[config.mk]
export PLATFORM = sky130hd
export DESIGN_NAME = j1_io_bank
export DESIGN_NICKNAME = d
export VERILOG_FILES = /design/src/rtl/j1_io_pkg.sv /design/src/rtl/io_debounce.sv /design/src/rtl/j1_io_bank.sv
export SDC_FILE = /design/constraint.sdc
export NUM_CORES = 1
export LEC_CHECK = 0
export ABC_AREA = 1
export BUFFER_PORTS_ARGS = -buffer_cell sky130_fd_sc_hd__buf_2
export CAP_MARGIN = 20
export CORE_ASPECT_RATIO = 0.7
export CORE_MARGIN = 3
export CORE_UTILIZATION = 55
export DETAILED_ROUTE_END_ITERATION = 10
export PLACE_DENSITY = 0.75
export SLEW_MARGIN = 10
export SYNTH_ARGS = -nofsm -noshare
export SYNTH_HDL_FRONTEND = slang
export SYNTH_SLANG_ARGS = --single-unit
[constraint.sdc]
create_clock -name clk -period 8.8 [get_ports clk]
set_input_delay 0.88 -clock clk [delete_from_list [all_inputs] [get_ports clk]]
set_output_delay 0.88 -clock clk [all_outputs]
set_load 0.05 [all_outputs]
[src/rtl/j1_io_pkg.sv]
// rtl/j1_io_pkg.sv - shared register-map constants and word type for the J1 I/O bank
package j1_io_pkg;

  typedef logic [15:0] io_word_t;

  // Per-channel register offsets within a channel's window
  localparam io_word_t OFS_DATA    = 16'h0000;
  localparam io_word_t OFS_EVENT   = 16'h0002;
  localparam io_word_t OFS_ENABLE  = 16'h0004;

  localparam io_word_t CH_BASE_OFS = 16'h0020;
  localparam io_word_t CH_STRIDE   = 16'h0008;

endpackage

[src/rtl/io_debounce.sv]
// rtl/io_debounce.sv - per-channel synchroniser and counter debouncer with change mask
module io_debounce #(
  parameter int DW              = 16,
  parameter int SYNC_STAGES     = 2,
  parameter int DEBOUNCE_CYCLES = 240000
) (
  input  logic          clk,
  input  logic          reset,
  input  logic [DW-1:0] raw,
  output logic [DW-1:0] deb,
  output logic [DW-1:0] chg
);

  localparam int CW = $clog2(DEBOUNCE_CYCLES + 1);

  logic [DW-1:0] sync_ff [SYNC_STAGES];
  logic [DW-1:0] sync;
  logic [DW-1:0] deb_next;
  logic [CW-1:0] cnt;
  logic [CW-1:0] cnt_next;

  assign sync = sync_ff[SYNC_STAGES-1];

  always_ff @(posedge clk) begin
    if (reset) begin
      for (int k = 0; k < SYNC_STAGES; k++) sync_ff[k] <= '0;
      deb <= '0;
      cnt <= '0;
    end else begin
      sync_ff[0] <= raw;
      for (int k = 1; k < SYNC_STAGES; k++) sync_ff[k] <= sync_ff[k-1];
      deb <= deb_next;
      cnt <= cnt_next;
    end
  end

  // Any return to the debounced value clears the count; a different non-equal
  // value keeps counting and the latest synchronised word is what gets captured.
  always_comb begin
    deb_next = deb;
    cnt_next = '0;
    if (sync != deb) begin
      if (cnt == CW'(DEBOUNCE_CYCLES - 1)) deb_next = sync;
      else                                  cnt_next = cnt + CW'(1);
    end
  end

  assign chg = deb_next ^ deb;

endmodule

[src/rtl/j1_io_bank.sv]
// rtl/j1_io_bank.sv - memory-mapped output registers, debounced inputs, sticky events and irq
module j1_io_bank
  import j1_io_pkg::*;
#(
  parameter logic [15:0]      BASE_ADDR       = 16'h4000,
  parameter int               DW              = 16,
  parameter int               N_OUT           = 6,
  parameter int               N_IN            = 2,
  parameter logic [N_OUT-1:0] OUT_INV_MASK    = 6'b111100,
  parameter int               SYNC_STAGES     = 2,
  parameter int               DEBOUNCE_CYCLES = 240000
) (
  input  logic                clk,
  input  logic                reset,
  input  logic [15:0]         io_addr,
  input  logic [DW-1:0]       io_dout,
  input  logic                io_wr,
  input  logic                io_rd,
  output logic [DW-1:0]       io_din,
  output logic [N_OUT*DW-1:0] out_q,
  input  logic [N_IN*DW-1:0]  in_raw,
  output logic                irq
);

  logic [DW-1:0]    deb_w    [N_IN];
  logic [DW-1:0]    chg_w    [N_IN];
  logic [DW-1:0]    event_q  [N_IN];
  logic [DW-1:0]    enable_q [N_IN];
  logic [N_OUT-1:0] out_hit;
  logic [N_IN-1:0]  data_hit;
  logic [N_IN-1:0]  event_hit;
  logic [N_IN-1:0]  enable_hit;
  logic             irq_next;

  function automatic io_word_t chan_addr(input int j, input io_word_t ofs);
    return BASE_ADDR + CH_BASE_OFS + io_word_t'(j * CH_STRIDE) + ofs;
  endfunction

  for (genvar g = 0; g < N_IN; g++) begin : g_ch
    io_debounce #(
      .DW              (DW),
      .SYNC_STAGES     (SYNC_STAGES),
      .DEBOUNCE_CYCLES (DEBOUNCE_CYCLES)
    ) u_deb (
      .clk   (clk),
      .reset (reset),
      .raw   (in_raw[g*DW +: DW]),
      .deb   (deb_w[g]),
      .chg   (chg_w[g])
    );
  end

  // Odd addresses never hit anything, even if BASE_ADDR itself were odd
  always_comb begin
    out_hit    = '0;
    data_hit   = '0;
    event_hit  = '0;
    enable_hit = '0;
    for (int i = 0; i < N_OUT; i++)
      out_hit[i] = !io_addr[0] && (io_addr == BASE_ADDR + io_word_t'(2 * i));
    for (int j = 0; j < N_IN; j++) begin
      data_hit[j]   = !io_addr[0] && (io_addr == chan_addr(j, OFS_DATA));
      event_hit[j]  = !io_addr[0] && (io_addr == chan_addr(j, OFS_EVENT));
      enable_hit[j] = !io_addr[0] && (io_addr == chan_addr(j, OFS_ENABLE));
    end
  end

  always_comb begin
    irq_next = 1'b0;
    for (int j = 0; j < N_IN; j++) irq_next = irq_next | (|(event_q[j] & enable_q[j]));
  end

  always_ff @(posedge clk) begin
    if (reset) begin
      for (int i = 0; i < N_OUT; i++) out_q[i*DW +: DW] <= {DW{OUT_INV_MASK[i]}};
      for (int j = 0; j < N_IN; j++) begin
        event_q[j]  <= '0;
        enable_q[j] <= '0;
      end
      irq <= 1'b0;
    end else begin
      for (int i = 0; i < N_OUT; i++)
        if (io_wr && out_hit[i])
          out_q[i*DW +: DW] <= OUT_INV_MASK[i] ? ~io_dout : io_dout;
      // A change landing in the read-clear cycle survives the clear
      for (int j = 0; j < N_IN; j++) begin
        event_q[j] <= ((io_rd && event_hit[j]) ? '0 : event_q[j]) | chg_w[j];
        if (io_wr && enable_hit[j]) enable_q[j] <= io_dout;
      end
      irq <= irq_next;
    end
  end

  always_comb begin
    io_din = '0;
    if (io_rd) begin
      for (int i = 0; i < N_OUT; i++)
        if (out_hit[i]) io_din = out_q[i*DW +: DW] ^ {DW{OUT_INV_MASK[i]}};
      for (int j = 0; j < N_IN; j++) begin
        if (data_hit[j])   io_din = deb_w[j];
        if (event_hit[j])  io_din = event_q[j];
        if (enable_hit[j]) io_din = enable_q[j];
      end
    end
  end

endmodule

==> key figures <==
Run status
  – Status: complete, no violations

Clock network
  – Max H-tree Level: 1
  – CTS Hold Buffers Added: 0
  – Worst-path clk slew: 0.06 ns
  – Worst-Skew Late Latency: 0.55 ns
  – Num Clock Sinks: 293
  – CTS tree: built
  – TritonCTS Buffers: 27
  – Max Root-Sink Buffers: 3
  – Postcts setup bufs: 0
  – CTS root buf: clkbuf_16
  – Post_cts resized: 0

Detailed routing
  – Routed wl met2: 15.3 mm
  – DRC: 0
  – Vias per cell: 5.40
  – Total Wirelength: 39.9 mm
  – Drt first pass iters: 6
  – Routed length per placed instance: 17.7 um
  – DRT iter0 DRCs: 1238
  – Highest metal used: met4
  – Final ANT Viol Nets: 0
  – M1 WL: 18.6 mm
  – Wire length on met3: 5.30 mm
  – Vias: 12200

Finish
  – Fillers: 2082
  – Area Growth Syn to Fin: 14.1%
  – Share of cells above drive strength 1: 0.145
  – # diodes: 0
  – Area occupied by multi-input gates: 5440 sq um
  – Fin nets: 1995
  – Finished Layout Cells: 2256
  – Seq. cell area: 6190 sq um

Setup path
  – CP max stage cell: nand4_2
  – WP data arrival: 4.06 ns
  – Worst r2r src: g_ch[1].u_deb.deb[14]$_SDFF_PP0_
  – CP Max Fanout: 37
  – Reg2reg path depth: 9
  – Crit-path max cell delay: 0.79 ns
  – Crit path capture type: output port
  – Worst reg2reg path endpoint: event_q[0][25]$_SDFF_PP0_
  – CP Cell Sequence: buf_2, nor2_1, nand2_1, nor2_8, nand4_2, nand2_1, inv_1, nand2_1, nand2_1, nand2_1, nand2_1, nand2_1, nand2_1, nand2_1, nand2_1, nand2_1, nand2_1, a21oi_1, buf_2
  – Top cell by count, worst path: nand2_1
  – CP startpoint kind: input pin
  – Worst Path Required: 7.92 ns
  – Setup slack, reg-to-reg: 6.32 ns
  – Crit Path Class: in -> out

Place
  – DP HPWL: 29.6 mm
  – Port bufs: 180
  – Routability cong.: 1.06
  – Post-Place Cells: 2205

Worst hold path
  – Hold WC Path Type: reg -> reg
  – Hold Path Sink: g_ch[1].u_deb.sync_ff[0][23]$_SDFF_PP0_
  – Hold_sp: g_ch[1].u_deb.sync_ff[0][7]$_SDFF_PP0_
  – Hold-critical path depth: 2

STA
  – Final Cycle Share: 0.561
  – Worst Skew: 0.0119 ns
  – Endpoints failing setup: 0
  – Peak Freq: 203 MHz
  – Setup_tns: 0 ns
  – Unrepaired setup endpoints after global routing: no
  – Slew @ Worst Pin: 0.980 ns
  – Max Slew Vio Count: 0
  – Final Hold Vio Count: 0
  – Worst slew margin: 0.345
  – Tmin final: 4.94 ns

Power
  – Pwr dens: 175 nW/um^2
  – Worst IR drop on VDD: 0.131 mV
  – Leakage: 0.00684 uW

Floorplanning
  – Die area: 26000 sq um
  – Rows: 46
  – Core footprint: 23100 sq um
  – Die Y: 136 um
  – Die X-Extent: 192 um
  – I/O pin count: 181
  – Initial Utilization: 0.573

Yosys
  – Yosys reg bits: 293
  – Post-synth design cell area: 13200 sq um
  – Post-synth ARST share: 0
  – Primary FF master, synth: dfxtp_1
  – Post-synth EDFFs: 32
  – Synth Area per Inst: 7.36 sq um
  – Sequential area share after synthesis: 0.467
  – Cells after Synth: 1799
  – Net Count, Synth: 1869
  – Ys Warns: 0
  – Synth unique cells: 46

Run
  – Number of max-cap violations: 0

GRT
  – Number of global-route vias before repair: 10800
  – GRT Residual Overflow: 0
  – GRT Util Overall: 0.300
  – Initial antenna violation count: 0
  – Largest net degree at the start of global routing: 85
  – First-pass GRT wire length: 60.5 mm
==> cells in the final DEF, fill, tap and decap left out, drive strengths merged <==
| cell | count |
|---|---|
| nand3 | 19 |
| o21bai | 2 |
| and3 | 2 |
| clkbuf | 35 |
| bufinv | 1 |
| ha | 2 |
| o22ai | 16 |
| a22o | 8 |
| xor2 | 4 |
| nand3b | 1 |
| or2 | 1 |
| nor2 | 208 |
| a31oi | 2 |
| buf | 192 |
| edfxtp | 32 |
| inv | 323 |
| clkinv | 11 |
| dfxtp | 261 |
| o21a | 1 |
| nor3 | 14 |
| nor3b | 9 |
| nand2 | 305 |
| a211oi | 48 |
| a221oi | 7 |
| nor4 | 6 |
| clkinvlp | 2 |
| nand4 | 38 |
| a21oi | 210 |
| o21ai | 148 |
| o211ai | 1 |
| xnor2 | 35 |
==> Yosys cell counts (8+ instances only) <==
cell type	instances	area [sq um]
nand3_1	17	85.1
nor2_1	200	751
a22o_1	8	70.1
nor3_1	8	40.0
xnor2_1	35	307
edfxtp_1	32	961
buf_1	11	41.3
buf_2	29	145
o21ai_1	11	55.1
inv_2	10	37.5
dfxtp_1	261	5230
nor3b_1	8	60.1
a21oi_2	8	70.1
nand2_1	304	1140
a21oi_1	202	1010
o22ai_1	16	100
o21ai_0	137	686
a211oi_1	48	360
clkbuf_1	51	191
nand4_1	35	219
inv_1	311	1170
==> worst max-delay path by stage <==
| stage | from | to | slack [ns] | cells past startpoint |
|---|---|---|---|---|
| 2_1_floorplan | io_addr[11] | io_din[4] | 5.00 | 10 |
| 3_3_place_gp | io_addr[13] | io_din[8] | 3.82 | 15 |
| 3_5_place_dp | io_addr[13] | io_din[9] | 3.83 | 15 |
| 4_1_cts | io_addr[13] | io_din[9] | 3.81 | 15 |
| 5_1_grt | io_addr[11] | io_din[3] | 3.53 | 19 |
| 6_report | io_addr[13] | io_din[1] | 3.86 | 19 |
==> per-layer routing <==
metal | up-vias | track usage
met5 | - | 0
met4 | 0 | 0.0562
met3 | 57 | 0.107
met2 | 564 | 0.402
met1 | 5556 | 0.462
li1 | 6007 | -
==> metrics by stage <==
| stage | util | power (uW) | setup slack [ns] | area, sq um | hold WS, ns |
|---|---|---|---|---|---|
| 3_5_place_dp | 0.615 | 1520 | 3.83 | 14200 | 0.392 |
| 2_1_floorplan | - | 1470 | 5.00 | 13200 | 0.388 |
| 3_3_place_gp | 0.613 | 1520 | 3.82 | 14200 | 0.395 |
| 6_report | 0.653 | 2640 | 3.86 | 15100 | 0.401 |
| 4_1_cts | 0.652 | 2650 | 3.81 | 15100 | 0.401 |
| 5_1_grt | 0.653 | 2710 | 3.53 | 15100 | 0.416 |
==> power by group <==
group	total, uW	switching (uW)	internal, uW
Combinational	103	73.6	29.9
Clock	1150	519	635
Sequential	1390	13.8	1370
Total	2640	606	2040
==> cell type report <==
type / instances / area share
clock buffers: 35 / 0.0500
clock inverters: 13 / 0.00662
inverters: 324 / 0.0805
multi-input cells: 1087 / 0.360
flip-flops and latches: 293 / 0.409
well taps: 312 / 0.0258
repair buffers: 192 / 0.0677
==> state kept, by name, indices dropped and copies added, names as in the netlist <==
| register | flops |
|---|---|
| enable_q | 32 |
| event_q | 32 |
| g_ch.u_deb.deb | 32 |
| out_q | 96 |
| g_ch.u_deb.cnt | 36 |
| g_ch.u_deb.sync_ff | 64 |
| irq | 1 |
==> worst max-delay path: cells and delay by family <==
family / cells / cell delay [ns]
AND/OR/NAND/NOR: 15 / 2.60
buffers and inverters: 3 / 0.43
AO/OA/AOI/OAI: 1 / 0.14
==> logic make-up (layout without fill, tap and decap cells) <==
group,count (synthesis),after routing,share of synthesized area
xor+xnor,39,39,0.0258
buf+inv,419,564,0.123
compound gates,443,443,0.186
fa+ha+maj,2,2,0.00189
flops,293,293,0.467
simple gates,603,603,0.197
No activity file was read; power rests on OpenSTA's default activity.
